`config.mk`:
```
export PLATFORM = sky130hd
export DESIGN_NAME = sprite_vblank_update_scheduler
export DESIGN_NICKNAME = d
export VERILOG_FILES = /design/src/rtl/sprite_vblank_update_scheduler.sv
export SDC_FILE = /design/constraint.sdc
export NUM_CORES = 1
export LEC_CHECK = 0
export ABC_AREA = 1
export CORE_ASPECT_RATIO = 1.75
export CORE_MARGIN = 2
export CORE_UTILIZATION = 56
export CTS_CLUSTER_DIAMETER = 30
export CTS_CLUSTER_SIZE = 12
export DETAILED_ROUTE_END_ITERATION = 7
export HOLD_SLACK_MARGIN = 0.06
export PLACE_DENSITY = 0.86
export SETUP_SLACK_MARGIN = 0.1
export SLEW_MARGIN = 0
export SYNTH_ARGS = -nofsm -noshare
export SYNTH_HDL_FRONTEND = slang
export SYNTH_SLANG_ARGS = --single-unit
export TNS_END_PERCENT = 1
```
`constraint.sdc`:
```
create_clock -name clk -period 2.4 [get_ports clk]
set_clock_uncertainty 0.15 [all_clocks]
set_input_delay 0.72 -clock clk [delete_from_list [all_inputs] [get_ports clk]]
set_output_delay 0.72 -clock clk [all_outputs]
set_load 0.01 [all_outputs]
```
`src/rtl/sprite_vblank_update_scheduler.sv`:
```
// Sprite coordinate update scheduler: queues CPU writes and applies them only in vblank (frame_irq: SPRITE_SCHED_FRAME_IRQ_EN).
// Latency: vblank_start sampled at edge N gives first upd_we after edge N+1, then one update per cycle up to MAX_UPD.
// Backpressure: cmd_ready = !full; a command offered while full is discarded and flagged in sticky dropped.
module sprite_vblank_update_scheduler #(
    parameter int FIFO_DEPTH = 4,
    parameter int NUM_SPR    = 2,
    parameter int MAX_UPD    = 8,
    localparam int SW        = (NUM_SPR > 1) ? $clog2(NUM_SPR) : 1
) (
    input  logic          clk,
    input  logic          rst_n,
    input  logic          enable,
    input  logic          cmd_valid,
    output logic          cmd_ready,
    input  logic [SW-1:0] cmd_sel,
    input  logic [7:0]    cmd_x,
    input  logic [7:0]    cmd_y,
    input  logic          vblank_start,
    input  logic          in_vblank,
    output logic          upd_we,
    output logic [SW-1:0] upd_sel,
    output logic [7:0]    upd_x,
    output logic [7:0]    upd_y,
    output logic [3:0]    pending,
    output logic          dropped,
    input  logic          clr_dropped,
    output logic          frame_irq
);
    localparam int PW = (FIFO_DEPTH > 1) ? $clog2(FIFO_DEPTH) : 1;
    localparam int CW = PW + 1;

    typedef struct packed {
        logic [SW-1:0] sel;
        logic [7:0]    x;
        logic [7:0]    y;
    } cmd_t;

    typedef enum logic [1:0] {IDLE = 2'd0, ARMED = 2'd1, DRAIN = 2'd2} state_t;

    state_t        state_q, state_d;
    cmd_t          mem_q [FIFO_DEPTH];
    cmd_t          cmd_in;
    cmd_t          upd_q, upd_d;
    logic [PW-1:0] wr_ptr_q, rd_ptr_q;
    logic [CW-1:0] count_q, count_d;
    logic [7:0]    budget_q, budget_d;
    logic          upd_we_q, upd_we_d;
    logic          dropped_q, dropped_d;
    logic          full, empty, push, pop;

    assign cmd_in    = {cmd_sel, cmd_x, cmd_y};
    assign full      = (count_q == CW'(FIFO_DEPTH));
    assign empty     = (count_q == '0);
    assign cmd_ready = !full;
    assign push      = cmd_valid && !full;
    // Pops only while blanking is still active; a stalled drain falls back to ARMED.
    assign pop       = (state_q == DRAIN) && in_vblank && enable && !empty;

    always_comb begin
        count_d = count_q;
        if (push && !pop) begin
            count_d = count_q + CW'(1);
        end else if (pop && !push) begin
            count_d = count_q - CW'(1);
        end
    end

    always_comb begin
        dropped_d = dropped_q;
        if (clr_dropped) begin
            dropped_d = 1'b0;
        end
        if (cmd_valid && full) begin
            dropped_d = 1'b1;
        end
    end

    always_comb begin
        state_d  = state_q;
        budget_d = budget_q;
        upd_we_d = 1'b0;
        upd_d    = upd_q;
        case (state_q)
            IDLE: begin
                if (push) begin
                    state_d = ARMED;
                end
            end
            ARMED: begin
                if (vblank_start && enable) begin
                    state_d  = DRAIN;
                    budget_d = 8'd0;
                end
            end
            DRAIN: begin
                if (pop) begin
                    upd_we_d = 1'b1;
                    upd_d    = mem_q[rd_ptr_q];
                    budget_d = budget_q + 8'd1;
                    if (count_q == CW'(1) && !push) begin
                        state_d = IDLE;
                    end else if (budget_q + 8'd1 == 8'(MAX_UPD)) begin
                        state_d = ARMED;
                    end
                end else begin
                    state_d = empty ? IDLE : ARMED;
                end
            end
            default: state_d = IDLE;
        endcase
    end

    always_ff @(posedge clk) begin
        if (push) begin
            mem_q[wr_ptr_q] <= cmd_in;
        end
    end

    always_ff @(posedge clk or negedge rst_n) begin
        if (!rst_n) begin
            state_q   <= IDLE;
            wr_ptr_q  <= '0;
            rd_ptr_q  <= '0;
            count_q   <= '0;
            budget_q  <= '0;
            upd_we_q  <= 1'b0;
            upd_q     <= '0;
            dropped_q <= 1'b0;
        end else begin
            state_q   <= state_d;
            count_q   <= count_d;
            budget_q  <= budget_d;
            upd_we_q  <= upd_we_d;
            upd_q     <= upd_d;
            dropped_q <= dropped_d;
            if (push) begin
                wr_ptr_q <= wr_ptr_q + PW'(1);
            end
            if (pop) begin
                rd_ptr_q <= rd_ptr_q + PW'(1);
            end
        end
    end

    always_comb begin
        if (32'(count_q) > 32'd15) begin
            pending = 4'hF;
        end else begin
            pending = 4'(count_q);
        end
    end

    assign upd_we  = upd_we_q;
    assign upd_sel = upd_q.sel;
    assign upd_x   = upd_q.x;
    assign upd_y   = upd_q.y;
    assign dropped = dropped_q;

`ifdef SPRITE_SCHED_FRAME_IRQ_EN
    logic irq_q, irq_d;

    always_comb begin
        irq_d = irq_q;
        if (clr_dropped) begin
            irq_d = 1'b0;
        end
        if (state_q == DRAIN && state_d == IDLE) begin
            irq_d = 1'b1;
        end
    end

    always_ff @(posedge clk or negedge rst_n) begin
        if (!rst_n) begin
            irq_q <= 1'b0;
        end else begin
            irq_q <= irq_d;
        end
    end

    assign frame_irq = irq_q;
`else
    assign frame_irq = 1'b0;
`endif

endmodule

```
==> impl_metrics.py <==
metrics = {
    "status": {
        "status": "complete, no violations",
    },
    "global_route": {
        "grt.overflow.total": 0,
        "grt_pass1_wl_um": 13570,
        "grt.total_usage_pct": 20.69,
        "grt_pass1_vias": 2855,
        "grt_antenna_before_repair": 0,
        "grt_max_degree": 37,
    },
    "clock_tree": {
        "clock_latency_ps": 340,
        "cts_tree": "built",
        "h-tree-depth": 3,
        "clock_path_buffers": 2,
        "cts_root_buf": "clkbuf_16",
        "clkSinkCount": 104,
        "clkTransAtPathRegs_ps": 60,
        "ctsHoldBuffers": 0,
        "numCtsBuffers": 9,
    },
    "setup_path": {
        "endpoint": "cmd_ready",
        "crit_path_start_kind": "flop",
        "r2r_cells": 9,
        "setup.worst_path.class": "reg -> out",
        "endpoint_kind": "output port",
        "worstPathRequired_ps": 1530,
        "r2r_end": "budget_q[5]",
        "r2r_start": "count_q[1]",
        "critPathArrivalTime_ps": 1360,
        "regToRegSetupSlack_ps": 480,
        "critPathMaxFanout": 3,
        "crit_path_start": "count_q[1]",
    },
    "logic_synthesis": {
        "synth_area_per_cell_um2": 11.42,
        "ys_ff_latch": 104,
        "synth_edf_count": 68,
        "ys_async_sr_fraction_pct": 34.62,
        "ys_warn_count": 0,
        "yosys.area.top_type": "edfxtp_1",
        "synth.area.top_cells": "edfxtp_1 47%, dfrtp_1 21%, nand2_1 6.8%",
        "synth.most_common_cell": "nand2_1",
        "synthFlopType": "edfxtp_1",
        "syn-cell-area_um2": 4373,
        "synth_cell_types": 31,
        "syn_inst": 383,
        "synth_top_area_share_pct": 46.70,
        "ys_top_cells_by_count": "79 x nand2_1, 68 x edfxtp_1, 65 x nor2_1",
        "seq_area_frac_synth_pct": 67.30,
    },
    "floorplanning": {
        "die_y_um": 120.9,
        "die_area_um2": 8560,
        "start_util_pct": 57.79,
        "die_x_um": 70.80,
        "core_um2": 7567,
        "ios": 49,
        "rows": 42,
    },
    "placed_design": {
        "place.gp.congestion": 0.8154,
        "pre_cts_ws_ps": -51.28,
        "io_buffers": 46,
        "placed_cell_area_um2": 4995,
        "dp_hpwl_um": 5368,
    },
    "sta": {
        "min_period_over_period_pct": 92.75,
        "period_minus_slack_ps": 2226,
        "final-setup-viol-count": 0,
        "worst_slack_ps": 174.0,
        "slew_violations": 0,
        "fmax_mhz": 449.2,
        "hold_viol_final": 0,
        "rsz0062_at_grt": "no",
        "setup_tns_ps": 0,
    },
    "routing": {
        "detail-route-antenna-nets": 0,
        "firstDrtPassIters": 5,
        "drc": 0,
        "viasPerCell": 5.458,
        "wire_per_inst_um": 15.88,
        "wl_um": 8430,
        "drt_iter0_drc": 248,
        "vias": 2898,
    },
    "finish": {
        "final_core_util_pct": 70.27,
        "syn2layout_area_growth_pct": 21.60,
        "nets": 473,
        "drive_gt1_share_pct": 9.932,
        "diodes": 0,
        "fin_area_um2": 5318,
    },
    "pwr": {
        "powerDensity_nw_per_um2": 1161,
        "vdd_ir_drop_max_uv": 777.1,
        "leakagePower_uw": 0.002134,
    },
    "hold_path": {
        "hp-class": "reg -> reg",
    },
    "flow_run": {
        "maxCapViolations": 0,
    },
}
==> area by class of cell <==
class,instances,area (um^2)
inverter,31,117.6
clock buffer,13,291.5
clock inverter,3,21.27
sequential,104,2943
fill,524,2250
timing repair buffer,60,628.1
tap,88,110.1
multi-input combinational,232,1206
==> worst min-delay path by stage <==
stage / from / end / slack (ps) / cells past startpoint
3_5_place_dp: upd_x[0] / upd_x[0] / 310 / 2
6_report: upd_x[0] / upd_x[0] / 330 / 2
3_3_place_gp: upd_y[1] / upd_y[1] / 320 / 2
4_1_cts: upd_x[0] / upd_x[0] / 330 / 2
2_1_floorplan: rst_n / budget_q[0] / 270 / 0
5_1_grt: upd_y[1] / upd_y[1] / 360 / 2
==> repair_timing <==
item	CTS	global route
endpoints found under the hold margin	0	0
resized for setup	1	2
cloned	0	0
setup buffers	1	0
endpoints found under the setup margin	1	1
==> routing by layer <==
metal / vias up / global-route usage (%) / wire [um] / part of all wire [%]
met5: - / 0 / 0 / 0
met4: 0 / 9.198 / 190 / 2.3
met3: 16 / 4.236 / 367 / 4.4
met2: 91 / 35.69 / 4464 / 53
met1: 1390 / 24.78 / 3407 / 40
li1: 1401 / - / - / -
==> cell families after synthesis <==
kind of cell | after synthesis | share of synthesized area, %
xor+xnor | 7 | 1.402
compound gates | 52 | 7.954
simple gates | 159 | 14.62
fa+ha+maj | 11 | 3.147
other cells | 1 | 0.08575
mux | 1 | 0.2289
flops | 104 | 67.30
buf+inv | 48 | 5.264
==> layout by cell type (no fill, tap or decap), types with 9 or more instances in the layout <==
master	netlist	routed
dfrtp_1	36	36
nand2_1	79	79
inv_1	26	26
clkdlybuf4s50_1	0	45
clkbuf_16	0	10
nor2_1	65	65
o32ai_1	17	17
edfxtp_1	68	68
o21ai_0	25	25
buf_4	5	9
ha_1	11	10
==> power by group <==
group	internal [uW]	total, uW	switching (uW)	leakage [uW]
clock	851	1460	611	0.000153
combinational	919	2100	1180	0.000895
sequential	2400	2620	215	0.00109
==> state kept, by name (all words and copies together) (netlist names) <==
name / cells
mem_q: 68
budget_q: 8
upd_x: 8
upd_y: 8
count_q: 3
rd_ptr_q: 2
state_q: 2
wr_ptr_q: 2
dropped: 1
upd_sel: 1
upd_we: 1
==> per-stage QoR <==
step	hold slack [ps]	total power, uW	std cells
6_report	330.0	6175	531
5_1_grt	356.6	6536	531
4_1_cts	331.5	6209	531
3_5_place_dp	314.2	4699	514
3_3_place_gp	320.0	4616	514
2_1_floorplan	274.4	3859	384
==> critical path, stage by stage (launching register included) <==
cell and delay (ps):
dfrtp_1 390, inv_1 110, ha_2 200, nand2_1 80, clkdlybuf4s15_1 240
Note: power is estimated with default switching activity, not from simulation.
